## config.mk

```make
export PLATFORM = sky130hd
export DESIGN_NAME = shift_sequencer
export DESIGN_NICKNAME = d
export VERILOG_FILES = /design/src/rtl/shift_sequencer.sv
export SDC_FILE = /design/constraint.sdc
export NUM_CORES = 1
export LEC_CHECK = 0
export CAP_MARGIN = 30
export CORE_MARGIN = 2
export CORE_UTILIZATION = 40
export CTS_CLUSTER_DIAMETER = 150
export DETAILED_ROUTE_END_ITERATION = 6
export GPL_TIMING_DRIVEN = 0
export PLACE_DENSITY = 0.67
export SKIP_LAST_GASP = 1
export SLEW_MARGIN = 10
export SYNTH_ARGS = -nofsm -noshare
export SYNTH_HDL_FRONTEND = slang
export SYNTH_SLANG_ARGS = --single-unit
export TNS_END_PERCENT = 30
```

## constraint.sdc

```tcl
create_clock -name clk -period 2.6 [get_ports clk]
set_clock_uncertainty 0.05 [all_clocks]
set_input_delay 0.52 -clock clk [delete_from_list [all_inputs] [get_ports clk]]
set_output_delay 0.52 -clock clk [all_outputs]
set_load 0.01 [all_outputs]
```

## src/rtl/shift_sequencer.sv

```systemverilog
// shift_sequencer: multi-cycle shift/rotate-by-count unit, one bit per cycle.
// Runs the counted forms of ROL/ROR/ROLC/RORC/SHL/SHR/SHRA and returns the
// result with a flag vector and write mask in the ALU's PSW bit layout.
//
// Ports:
//   clk, reset       core clock, synchronous active-high reset
//   start            request, accepted on any edge where the unit is not in RUN
//   op[2:0]          0 ROL, 1 ROR, 2 ROLC, 3 RORC, 4 SHL, 5 SHR, 6 SHRA, 7 reserved
//   size             0 = byte (bits 15:8 pass through), 1 = word
//   operand[15:0]    value to shift
//   count[7:0]       shift count, low COUNT_BITS bits used
//   cy_in            PSW CY, carry-in for ROLC/RORC
//   busy             high while in RUN
//   done             one-cycle pulse when result/flags are valid
//   result[15:0]     shifted value
//   flags_out[5:0]   {Z, S, P, V, CY, AC}
//   flags_wr[5:0]    per-flag write enable, same order as flags_out
module shift_sequencer #(
    parameter int unsigned COUNT_BITS = 5
) (
    input  logic        clk,
    input  logic        reset,
    input  logic        start,
    input  logic [2:0]  op,
    input  logic        size,
    input  logic [15:0] operand,
    input  logic [7:0]  count,
    input  logic        cy_in,
    output logic        busy,
    output logic        done,
    output logic [15:0] result,
    output logic [5:0]  flags_out,
    output logic [5:0]  flags_wr
);

    localparam int unsigned DATA_W = 16;
    localparam int unsigned FLAG_W = 6;
    localparam int unsigned OP_W   = 3;

    localparam logic [OP_W-1:0] OP_ROL  = 3'd0;
    localparam logic [OP_W-1:0] OP_ROR  = 3'd1;
    localparam logic [OP_W-1:0] OP_ROLC = 3'd2;
    localparam logic [OP_W-1:0] OP_RORC = 3'd3;
    localparam logic [OP_W-1:0] OP_SHL  = 3'd4;
    localparam logic [OP_W-1:0] OP_SHR  = 3'd5;
    localparam logic [OP_W-1:0] OP_SHRA = 3'd6;
    localparam logic [OP_W-1:0] OP_RSVD = 3'd7;

    localparam logic [FLAG_W-1:0] WR_ROT   = 6'b000110;
    localparam logic [FLAG_W-1:0] WR_SHIFT = 6'b111110;

    typedef enum logic [1:0] {
        ST_IDLE = 2'd0,
        ST_RUN  = 2'd1,
        ST_DONE = 2'd2
    } state_t;

    state_t                  state_q, state_d;
    logic [OP_W-1:0]         op_q, op_d;
    logic                    size_q, size_d;
    logic [DATA_W-1:0]       x_q, x_d;
    logic                    c_q, c_d;
    logic [COUNT_BITS-1:0]   cnt_q, cnt_d;
    logic                    orig_msb_q, orig_msb_d;
    logic                    busy_q, busy_d;
    logic                    done_q, done_d;
    logic [DATA_W-1:0]       result_q, result_d;
    logic [FLAG_W-1:0]       flags_out_q, flags_out_d;
    logic [FLAG_W-1:0]       flags_wr_q, flags_wr_d;

    logic                    step_msb_c;
    logic                    step_fill_c;
    logic                    step_left_c;
    logic [DATA_W-1:0]       step_x_c;
    logic                    step_c_c;
    logic [FLAG_W-1:0]       step_flags_c;
    logic [FLAG_W-1:0]       step_wr_c;
    logic [COUNT_BITS-1:0]   eff_cnt_c;
    logic                    accept_c;
    logic                    unused_count_c;

    assign eff_cnt_c      = count[COUNT_BITS-1:0];
    assign accept_c       = start && (state_q != ST_RUN);
    assign unused_count_c = ^count;

    // One bit step of the latched operation on x_q/c_q; byte mode keeps bits 15:8.
    always_comb begin
        step_msb_c  = size_q ? x_q[15] : x_q[7];
        step_fill_c = 1'b0;
        step_left_c = 1'b0;
        case (op_q)
            OP_ROL:  begin step_left_c = 1'b1; step_fill_c = step_msb_c; end
            OP_ROLC: begin step_left_c = 1'b1; step_fill_c = c_q;        end
            OP_SHL:  begin step_left_c = 1'b1; step_fill_c = 1'b0;       end
            OP_ROR:  step_fill_c = x_q[0];
            OP_RORC: step_fill_c = c_q;
            OP_SHRA: step_fill_c = step_msb_c;
            default: step_fill_c = 1'b0;
        endcase
        if (step_left_c) begin
            step_c_c = step_msb_c;
            step_x_c = size_q ? {x_q[14:0], step_fill_c}
                              : {x_q[15:8], x_q[6:0], step_fill_c};
        end else begin
            step_c_c = x_q[0];
            step_x_c = size_q ? {step_fill_c, x_q[15:1]}
                              : {x_q[15:8], step_fill_c, x_q[7:1]};
        end
    end

    // Final flags as they would be if this step is the last one.
    always_comb begin
        logic r_msb;
        logic r_msb1;
        logic z;
        logic p;
        logic v;
        r_msb  = size_q ? step_x_c[15] : step_x_c[7];
        r_msb1 = size_q ? step_x_c[14] : step_x_c[6];
        z      = size_q ? (step_x_c == 16'h0000) : (step_x_c[7:0] == 8'h00);
        p      = ~^step_x_c[7:0];
        v      = 1'b0;
        step_wr_c = WR_SHIFT;
        case (op_q)
            OP_ROL, OP_ROLC: begin v = r_msb ^ step_c_c; step_wr_c = WR_ROT; end
            OP_ROR, OP_RORC: begin v = r_msb ^ r_msb1;   step_wr_c = WR_ROT; end
            OP_SHL:  v = r_msb ^ step_c_c;
            OP_SHR:  v = orig_msb_q;
            default: v = 1'b0;
        endcase
        step_flags_c = {z, r_msb, p, v, step_c_c, 1'b0};
    end

    // Next-state and registered-output computation.
    always_comb begin
        state_d     = state_q;
        op_d        = op_q;
        size_d      = size_q;
        x_d         = x_q;
        c_d         = c_q;
        cnt_d       = cnt_q;
        orig_msb_d  = orig_msb_q;
        busy_d      = 1'b0;
        done_d      = 1'b0;
        result_d    = result_q;
        flags_out_d = flags_out_q;
        flags_wr_d  = flags_wr_q;

        case (state_q)
            ST_RUN: begin
                busy_d = 1'b1;
                x_d    = step_x_c;
                c_d    = step_c_c;
                cnt_d  = cnt_q - COUNT_BITS'(1);
                if (cnt_q == COUNT_BITS'(1)) begin
                    state_d     = ST_DONE;
                    busy_d      = 1'b0;
                    done_d      = 1'b1;
                    result_d    = step_x_c;
                    flags_out_d = step_flags_c;
                    flags_wr_d  = step_wr_c;
                end
            end
            default: state_d = ST_IDLE;
        endcase

        // A start in IDLE or DONE begins a new operation (back-to-back allowed).
        if (accept_c) begin
            op_d       = op;
            size_d     = size;
            x_d        = operand;
            c_d        = cy_in;
            cnt_d      = eff_cnt_c;
            orig_msb_d = size ? operand[15] : operand[7];
            if ((eff_cnt_c == '0) || (op == OP_RSVD)) begin
                state_d     = ST_DONE;
                busy_d      = 1'b0;
                done_d      = 1'b1;
                result_d    = operand;
                flags_out_d = '0;
                flags_wr_d  = '0;
            end else begin
                state_d = ST_RUN;
                busy_d  = 1'b1;
            end
        end
    end

    // State and output registers.
    always_ff @(posedge clk) begin
        if (reset) begin
            state_q     <= ST_IDLE;
            op_q        <= '0;
            size_q      <= 1'b0;
            x_q         <= '0;
            c_q         <= 1'b0;
            cnt_q       <= '0;
            orig_msb_q  <= 1'b0;
            busy_q      <= 1'b0;
            done_q      <= 1'b0;
            result_q    <= '0;
            flags_out_q <= '0;
            flags_wr_q  <= '0;
        end else begin
            state_q     <= state_d;
            op_q        <= op_d;
            size_q      <= size_d;
            x_q         <= x_d;
            c_q         <= c_d;
            cnt_q       <= cnt_d;
            orig_msb_q  <= orig_msb_d;
            busy_q      <= busy_d;
            done_q      <= done_d;
            result_q    <= result_d;
            flags_out_q <= flags_out_d;
            flags_wr_q  <= flags_wr_d;
        end
    end

    assign busy      = busy_q;
    assign done      = done_q;
    assign result    = result_q;
    assign flags_out = flags_out_q;
    assign flags_wr  = flags_wr_q;

endmodule

```

==> results of run 1 <==
cell families after synthesis:
family,share of synthesized area (%)
compound gates,26.0
xor+xnor,1.16
fa+ha+maj,2.48
buf+inv,5.00
flops,39.0
mux,4.67
simple gates,21.7
flip-flops by register name (all words and copies together) (netlist names), 2 cells and up:
name,cells
cnt_q,5
flags_out,6
flags_wr,6
op_q,3
result,16
state_q,2
x_q,16
area by class of cell:
type                       instances  area share [%]
multi-input combinational        278            43.2
clock inverter                     4            1.75
sequential                        59            28.7
inverter                           9           0.875
tap                               99            2.99
clock buffer                      12            3.74
timing repair buffer              63            14.8
buffer                            30            3.89
timing repair:
action	in CTS	in global routing
buffers inserted	5	1
pin swaps	2	5
cloned	0	0
resized for setup	28	12
setup endpoints to repair	1	13
worst max path at each step:
| stage | slack, ps | cells after the start | to | start |
|---|---|---|---|---|
| global route | -80 | 9 | flags_out[5] | op_q[0] |
| CTS | 3 | 9 | flags_out[5] | op_q[2] |
| detailed placement | -480 | 8 | flags_out[5] | op_q[1] |
| global placement | -500 | 8 | flags_out[5] | op_q[1] |
| finish | -10 | 9 | flags_out[5] | op_q[2] |
| floorplan | 40 | 9 | flags_out[5] | op_q[1] |
routing by layer:
layer / up-vias / part of all wire, % / wire length (um)
met5: - / 0 / 0
li1: 1514 / - / -
met1: 1529 / 46 / 4640
met2: 139 / 44 / 4520
met4: 0 / 3.7 / 376
met3: 31 / 6.3 / 641
through the flow:
stage / TNS [ps] / std cells / power, mW / util (%)
global placement: -3580 / 532 / 1.57 / 51.0
global route: -93.2 / 554 / 2.72 / 56.9
floorplan: 0 / 376 / 1.38 / -
detailed placement: -3730 / 532 / 1.58 / 51.0
CTS: 0 / 553 / 2.59 / 56.2
finish: -12.9 / 554 / 2.62 / 56.9
power by group through the flow:
stage / Clock (mW) / Combinational (mW) / Sequential, mW
3_3_place_gp: 0 / 0.528 / 1.04
3_5_place_dp: 0 / 0.535 / 1.05
5_1_grt: 1.02 / 0.649 / 1.04
4_1_cts: 0.981 / 0.579 / 1.03
2_1_floorplan: 0 / 0.349 / 1.04
6_report: 0.981 / 0.601 / 1.04
synth_stat cells (2+ instances only):
| cell | instances |
|---|---|
| a211oi_1 | 29 |
| a21oi_1 | 27 |
| a221oi_1 | 5 |
| a222oi_1 | 4 |
| a22oi_1 | 2 |
| a2bb2oi_1 | 2 |
| a31oi_1 | 8 |
| and2_1 | 3 |
| and3_1 | 4 |
| buf_1 | 6 |
| buf_2 | 4 |
| clkbuf_1 | 20 |
| dfxtp_1 | 59 |
| ha_1 | 6 |
| inv_1 | 8 |
| mux2i_1 | 13 |
| nand2_1 | 45 |
| nand2b_1 | 3 |
| nand3_1 | 6 |
| nand4_1 | 2 |
| nor2_1 | 49 |
| nor2b_1 | 12 |
| nor3_1 | 4 |
| nor4_1 | 2 |
| o211a_1 | 6 |
| o211ai_1 | 4 |
| o21ai_0 | 15 |
| o32a_1 | 2 |
| or4_1 | 4 |
| xnor2_1 | 3 |
worst max-delay path, cell delays in order (launching register included):
cell and delay, ps:
dfxtp_4 370, a21o_1 120, buf_6 160, buf_12 130, mux2i_4 220, ha_2 190, nand4_1 120, or4_1 520
or4b_4 510, a21oi_2 130
==> metrics.md, run 1 <==
| Metric | Value |
|---|---|
| Layout Nets | `about 500` |
| Status | `complete, but fails checks` |
| Storage element area | `1190 um2` |
| Flops & latches, synth | `59` |
| Vias | `around 3200` |
| Met1 Resource Use GR | `33.1%` |
| Fin crit share | `100%` |
| Global Route met2 Usage | `38.5%` |
| Total Wirelength | `roughly 10 mm` |
| Placer Congestion | `0.937` |
| Worst r2r dst | `flags_out[5]` |
| Max rail drop VDD | `295 uV` |
| Site row count | `31` |
| Cell area after synthesis | `around 3000 um2` |
| R2r worst-path depth | `9` |
| DP Area | `3720 um2` |
| Met3 Track Usage GR | `under 10%` |
| DP Worst Slack | `-477 ps` |
| Clk pwr share | `between 30% and 40%` |
| Yosys top cell area share | `39.0%` |
| All-Layer GR Usage | `25.1%` |
| Leakage power | `~1.5 nW` |
| Die area | `8280 um2` |
| CP required | `~2800 ps` |
| Crit end category | `flip-flop` |
| # fillers | `705` |
| RSZ-0062 raised after global routing | `yes` |
| DRC violations left | `0` |
| Layout area overhead | `37.0%` |
| Clock transition at path regs | `roughly 70 ps` |
| Netlist cell types | `49` |
| Fin. Hold Viols | `0` |
| Yosys top cell by area | `dfxtp_1` |
| RR Startpoint | `op_q[2]` |
| Core ar. | `7290 um2` |
| Antenna viol nets, final | `0` |
| Iteration-0 DRC Markers | `337` |
| Gate power share | `23.0%` |
| Synth area leaders | `dfxtp_1 39%, a211oi_1 7.2%, nor2_1 6.1%, nand2_1 5.6%, a21oi_1 4.5%` |
| Worst relative slew slack | `53.8%` |
| PnR worst setup slack | `-12.9 ps` |
| Fmax | `0.383 GHz` |
| Total gr overflow | `0` |
| CTS tree | `yes` |
| Setup CP Type | `flip-flop to flip-flop` |
| Clock Sinks | `around 60` |
| Vias per cell | `5.80` |
| Post-synthesis average cell area | `approximately 8.0 um2` |
| EDFF count, synth | `0` |
| Hold Path End | `result[12]` |
| CTS Hold Buffers Added | `0` |
| Most crowded layer after global routing | `met2` |
| Initial antenna violation count | `0` |
| Failing checks | `setup timing` |
| Io pins | `62` |
| Layout cells sized above 1 | `11.2%` |
| R2R setup slack | `-10 ps` |
| Period minus WS final | `2610 ps` |
| Largest net degree at the start of global routing | `11` |
| Pint | `1.84 mW` |
| Vias in the first global route | `a little over 3000` |
| Hold Crit Class | `flip-flop to flip-flop` |
| Sequential Power Share | `39.6%` |
| Port Buffer Count | `57` |
| Post-synthesis async set-or-reset flop share | `0%` |
| Sw frac | `29.9%` |
| Die width | `between 90 and 100 um` |
| TritonCTS Buffers | `9` |
| Die Ht | `roughly 90 um` |
| CP max FO | `7` |
| Multi-input logic area | `~1800 um2` |
| Commonest non-fill, non-tap cell in the layout | `clkdlybuf4s50_1` |
| H-tree depth | `3` |
| Net Sw Power | `0.782 mW` |
| YS warnings | `0` |
| PwrDens | `631 nW/um2` |
| Pre-antenna DRT Iters | `5` |
| Initial Util | `between 40% and 50%` |
| Synthesized instance count | `around 380` |
| Max Cap Violations | `0` |
| Final hold slack | `405 ps` |
| Hold wc startpoint | `result[12]` |
| Synth Net Count | `414` |
| Slew Limit Fails | `0` |
| WP data arrival | `2850 ps` |
| First-pass GRT wire length | `16.3 mm` |
| Clock root cell | `clkbuf_8` |
| Startpoint Class | `flip-flop` |
| Hold path cells | `2` |
| Worst Max-Slew Pin Slew | `692 ps` |
| Most frequent cells in the layout | `57 x clkdlybuf4s50_1, 54 x dfxtp_1, 49 x nor2_1` |
| Design area | `4150 um2` |
| Most used DFF post-synth | `dfxtp_1` |
| Register area share after synthesis | `between 30 and 40%` |
| Antenna cell count | `0` |
| Post-DP HPWL | `slightly above 7 mm` |
| Clock Latency Late Sink | `360 ps` |
| Wire per inst | `18.4 um` |
| CTS Buffer Depth | `2` |
| Finish-stage setup viols | `1` |
Power figures use the tool's default switching activity.
==> run 2: changes to the inputs <==
CORE_ASPECT_RATIO = 1.2   (was unset)
SKIP_LAST_GASP = unset   (was 1)
==> metrics.md, run 2 (same netlist as run 1, synthesis figures left out) <==
| Metric | Value |
|---|---|
| Status | `finished clean` |
| WL met1 | `4.01 mm (-13%)` |
| Hold path cells | `2 (unchanged)` |
| Crit-path slowest cell | `or4b_1` |
| Crit end category | `flip-flop` |
| Worst-path cell chain | `mux2_4, mux2i_1, o32a_1, ha_1, nand4_1, or4_1, or4b_1, a21oi_2` |
| Vias in the first global route | `3048 (-0.52%)` |
| Cells after DPL | `523 (-1.7%)` |
| CTS tree | `yes` |
| Fin crit share | `97.2% (-3.3 points)` |
| Wire per inst | `17.6 um (-4.3%)` |
| All-Layer GR Usage | `23.8% (-1.3 points)` |
| Site row count | `34 (+9.7%)` |
| CP max stage delay | `490 ps (-30 ps)` |
| Met2 wire length | `4.54 mm (+0.40%)` |
| Antenna viol nets, final | `0 (unchanged)` |
| Commonest non-fill, non-tap cell in the layout | `clkdlybuf4s50_1` |
| Iteration-0 DRC Markers | `352 (+4.5%)` |
| Clock transition at path regs | `60 ps (about the same)` |
| Layout area overhead | `34.6%` |
| Initial antenna violation count | `0 (unchanged)` |
| RSZ-0062 raised after global routing | `yes` |
| Final hold slack | `403 ps (-1.95 ps)` |
| R2r worst-path depth | `8 (-1)` |
| R2R setup slack | `70 ps (+80 ps)` |
| Slew Limit Fails | `0 (unchanged)` |
| Io pins | `62 (unchanged)` |
| Layout cells sized above 1 | `10.8% (-0.44 points)` |
| Initial Util | `41.6% (+0.10 points)` |
| Clock Latency Late Sink | `340 ps (-20 ps)` |
| Die width | `83.4 um (-8.3%)` |
| Max rail drop VDD | `404 uV (+37%)` |
| Most frequent cells in the layout | `57 x clkdlybuf4s50_1, 54 x dfxtp_1, 49 x nor2_1` |
| CTS Buffer Depth | `2 (unchanged)` |
| Core ar. | `7270 um2 (-0.24%)` |
| Crit path capture | `flags_out[5]` |
| Largest net degree at the start of global routing | `11 (unchanged)` |
| Startpoint Class | `flip-flop` |
| Pre-antenna DRT Iters | `5 (unchanged)` |
| CP max FO | `4 (-3)` |
| Vias | `3230 (+0.53%)` |
| Final Core Density | `56.0% (-0.88 points)` |
| Placer Congestion | `0.897 (-4.3%)` |
| Max Cap Violations | `0 (unchanged)` |
| Total Wirelength | `9.58 mm (-5.9%)` |
| Worst Max-Slew Pin Slew | `656 ps (-36.5 ps)` |
| Non-Filler Instances | `545 (-1.6%)` |
| Fin. Hold Viols | `0 (unchanged)` |
| PwrDens | `596 nW/um2 (-5.6%)` |
| Post-DP HPWL | `6.83 mm (-4.4%)` |
| Port Buffer Count | `57 (unchanged)` |
| CP required | `2820 ps (-20 ps)` |
| First-pass GRT wire length | `15.5 mm (-5.0%)` |
| Setup CP Type | `flip-flop to flip-flop` |
| Period minus WS final | `2530 ps (-84.7 ps)` |
| Layout Nets | `489 (+0.20%)` |
| TritonCTS Buffers | `9 (unchanged)` |
| Clock root cell | `clkbuf_8` |
| Clock Sinks | `59 (unchanged)` |
| CP startpoint | `size_q` |
| Worst relative slew slack | `56.3% (+2.4 points)` |
| DRC violations left | `0 (unchanged)` |
| Fmax | `0.396 GHz (+3.3%)` |
| Die area | `8280 um2 (about the same)` |
| Total gr overflow | `0 (unchanged)` |
| Die Ht | `99.3 um (+9.1%)` |
| H-tree depth | `3 (unchanged)` |
| Hold Crit Class | `flip-flop to flip-flop` |
| Critical path depth in cells | `8 (-1)` |
| WP data arrival | `2750 ps (-100 ps)` |
| CTS Hold Buffers Added | `0 (unchanged)` |
| RR Startpoint | `size_q` |
| Finish-stage setup viols | `0 (-1)` |
| Worst r2r dst | `flags_out[5]` |
| Vias per cell | `5.93 (+2.2%)` |
| Buffer and inverter count on the worst path | `0 (-2)` |
| Met3 WL | `665 um (+3.7%)` |
| Largest delay share family, worst path | `simple AND/OR/NAND/NOR gates` |
| Antenna cell count | `0 (unchanged)` |
| Uppermost layer routed | `met4` |
| Leakage power | `1.46 nW (-1.4%)` |
## run 2: cell types whose count changed in the layout (fill, tap and decap cells not counted), sizes merged
cell / before / now
clkinvlp: 1 / 0
clkbuf: 32 / 31
buf: 16 / 18
bufinv: 2 / 1
clkinv: 1 / 2
## run 2: worst reg2reg max path: cells and delay by family, from the launching register on
kind | cells | cell delay (ps)
flops | 1 | 370
fa+ha+maj | 1 | 170
simple gates | 3 | 1050
mux | 2 | 500
compound gates | 2 | 330
## run 2: per-layer routing
metal,track usage [%],vias to the layer above
met5,0,-
met4,13.2,0
met3,4.90,40
met2,39.3,171
met1,29.0,1504
li1,-,1515
## run 2: final cells by class
type / instances / area, um2
fillers: 684 / 3200
multi-input cells: 278 / 1780
flip-flops and latches: 59 / 1190
clock inverters: 3 / 40.0
well taps: 90 / 113
repair buffers: 65 / 631
inverters: 9 / 33.8
clock buffers: 12 / 135
plain buffers: 29 / 148
## run 2: worst min-delay path by stage
stage | start | to | slack, ps
final | flags_wr[4] | flags_wr[4] | 400
after global routing | result[11] | result[11] | 430
after CTS | flags_wr[4] | flags_wr[4] | 410
after detailed placement | flags_wr[4] | flags_wr[4] | 400
after global placement | flags_wr[4] | flags_wr[4] | 390
after floorplan | flags_wr[3] | flags_wr[3] | 430
## run 2: timing repair
action                                  in CTS  in global routing
setup buffers                                7                  1
endpoints found under the setup margin       1                 18
pin swaps                                    5                  3
gates resized for setup                     27                 10
## run 2: where the power goes
| group | switching (mW) | internal (mW) | total [mW] | leakage (nW) |
|---|---|---|---|---|
| Sequential | 0.0695 | 0.967 | 1.04 | 0.485 |
| Clock | 0.350 | 0.435 | 0.785 | 0.0902 |
| Combinational | 0.321 | 0.284 | 0.606 | 0.884 |
## run 2: stage by stage
step	setup slack, ps	power [mW]	setup TNS (ps)	area [um2]
after floorplan	42.3	1.38	0	3030
after CTS	0.0668	2.42	0	4040
after global routing	-21.0	2.54	-21.0	4070
after detailed placement	-431	1.58	-3860	3710
final	71.8	2.43	0	4070
after global placement	-451	1.57	-3210	3710
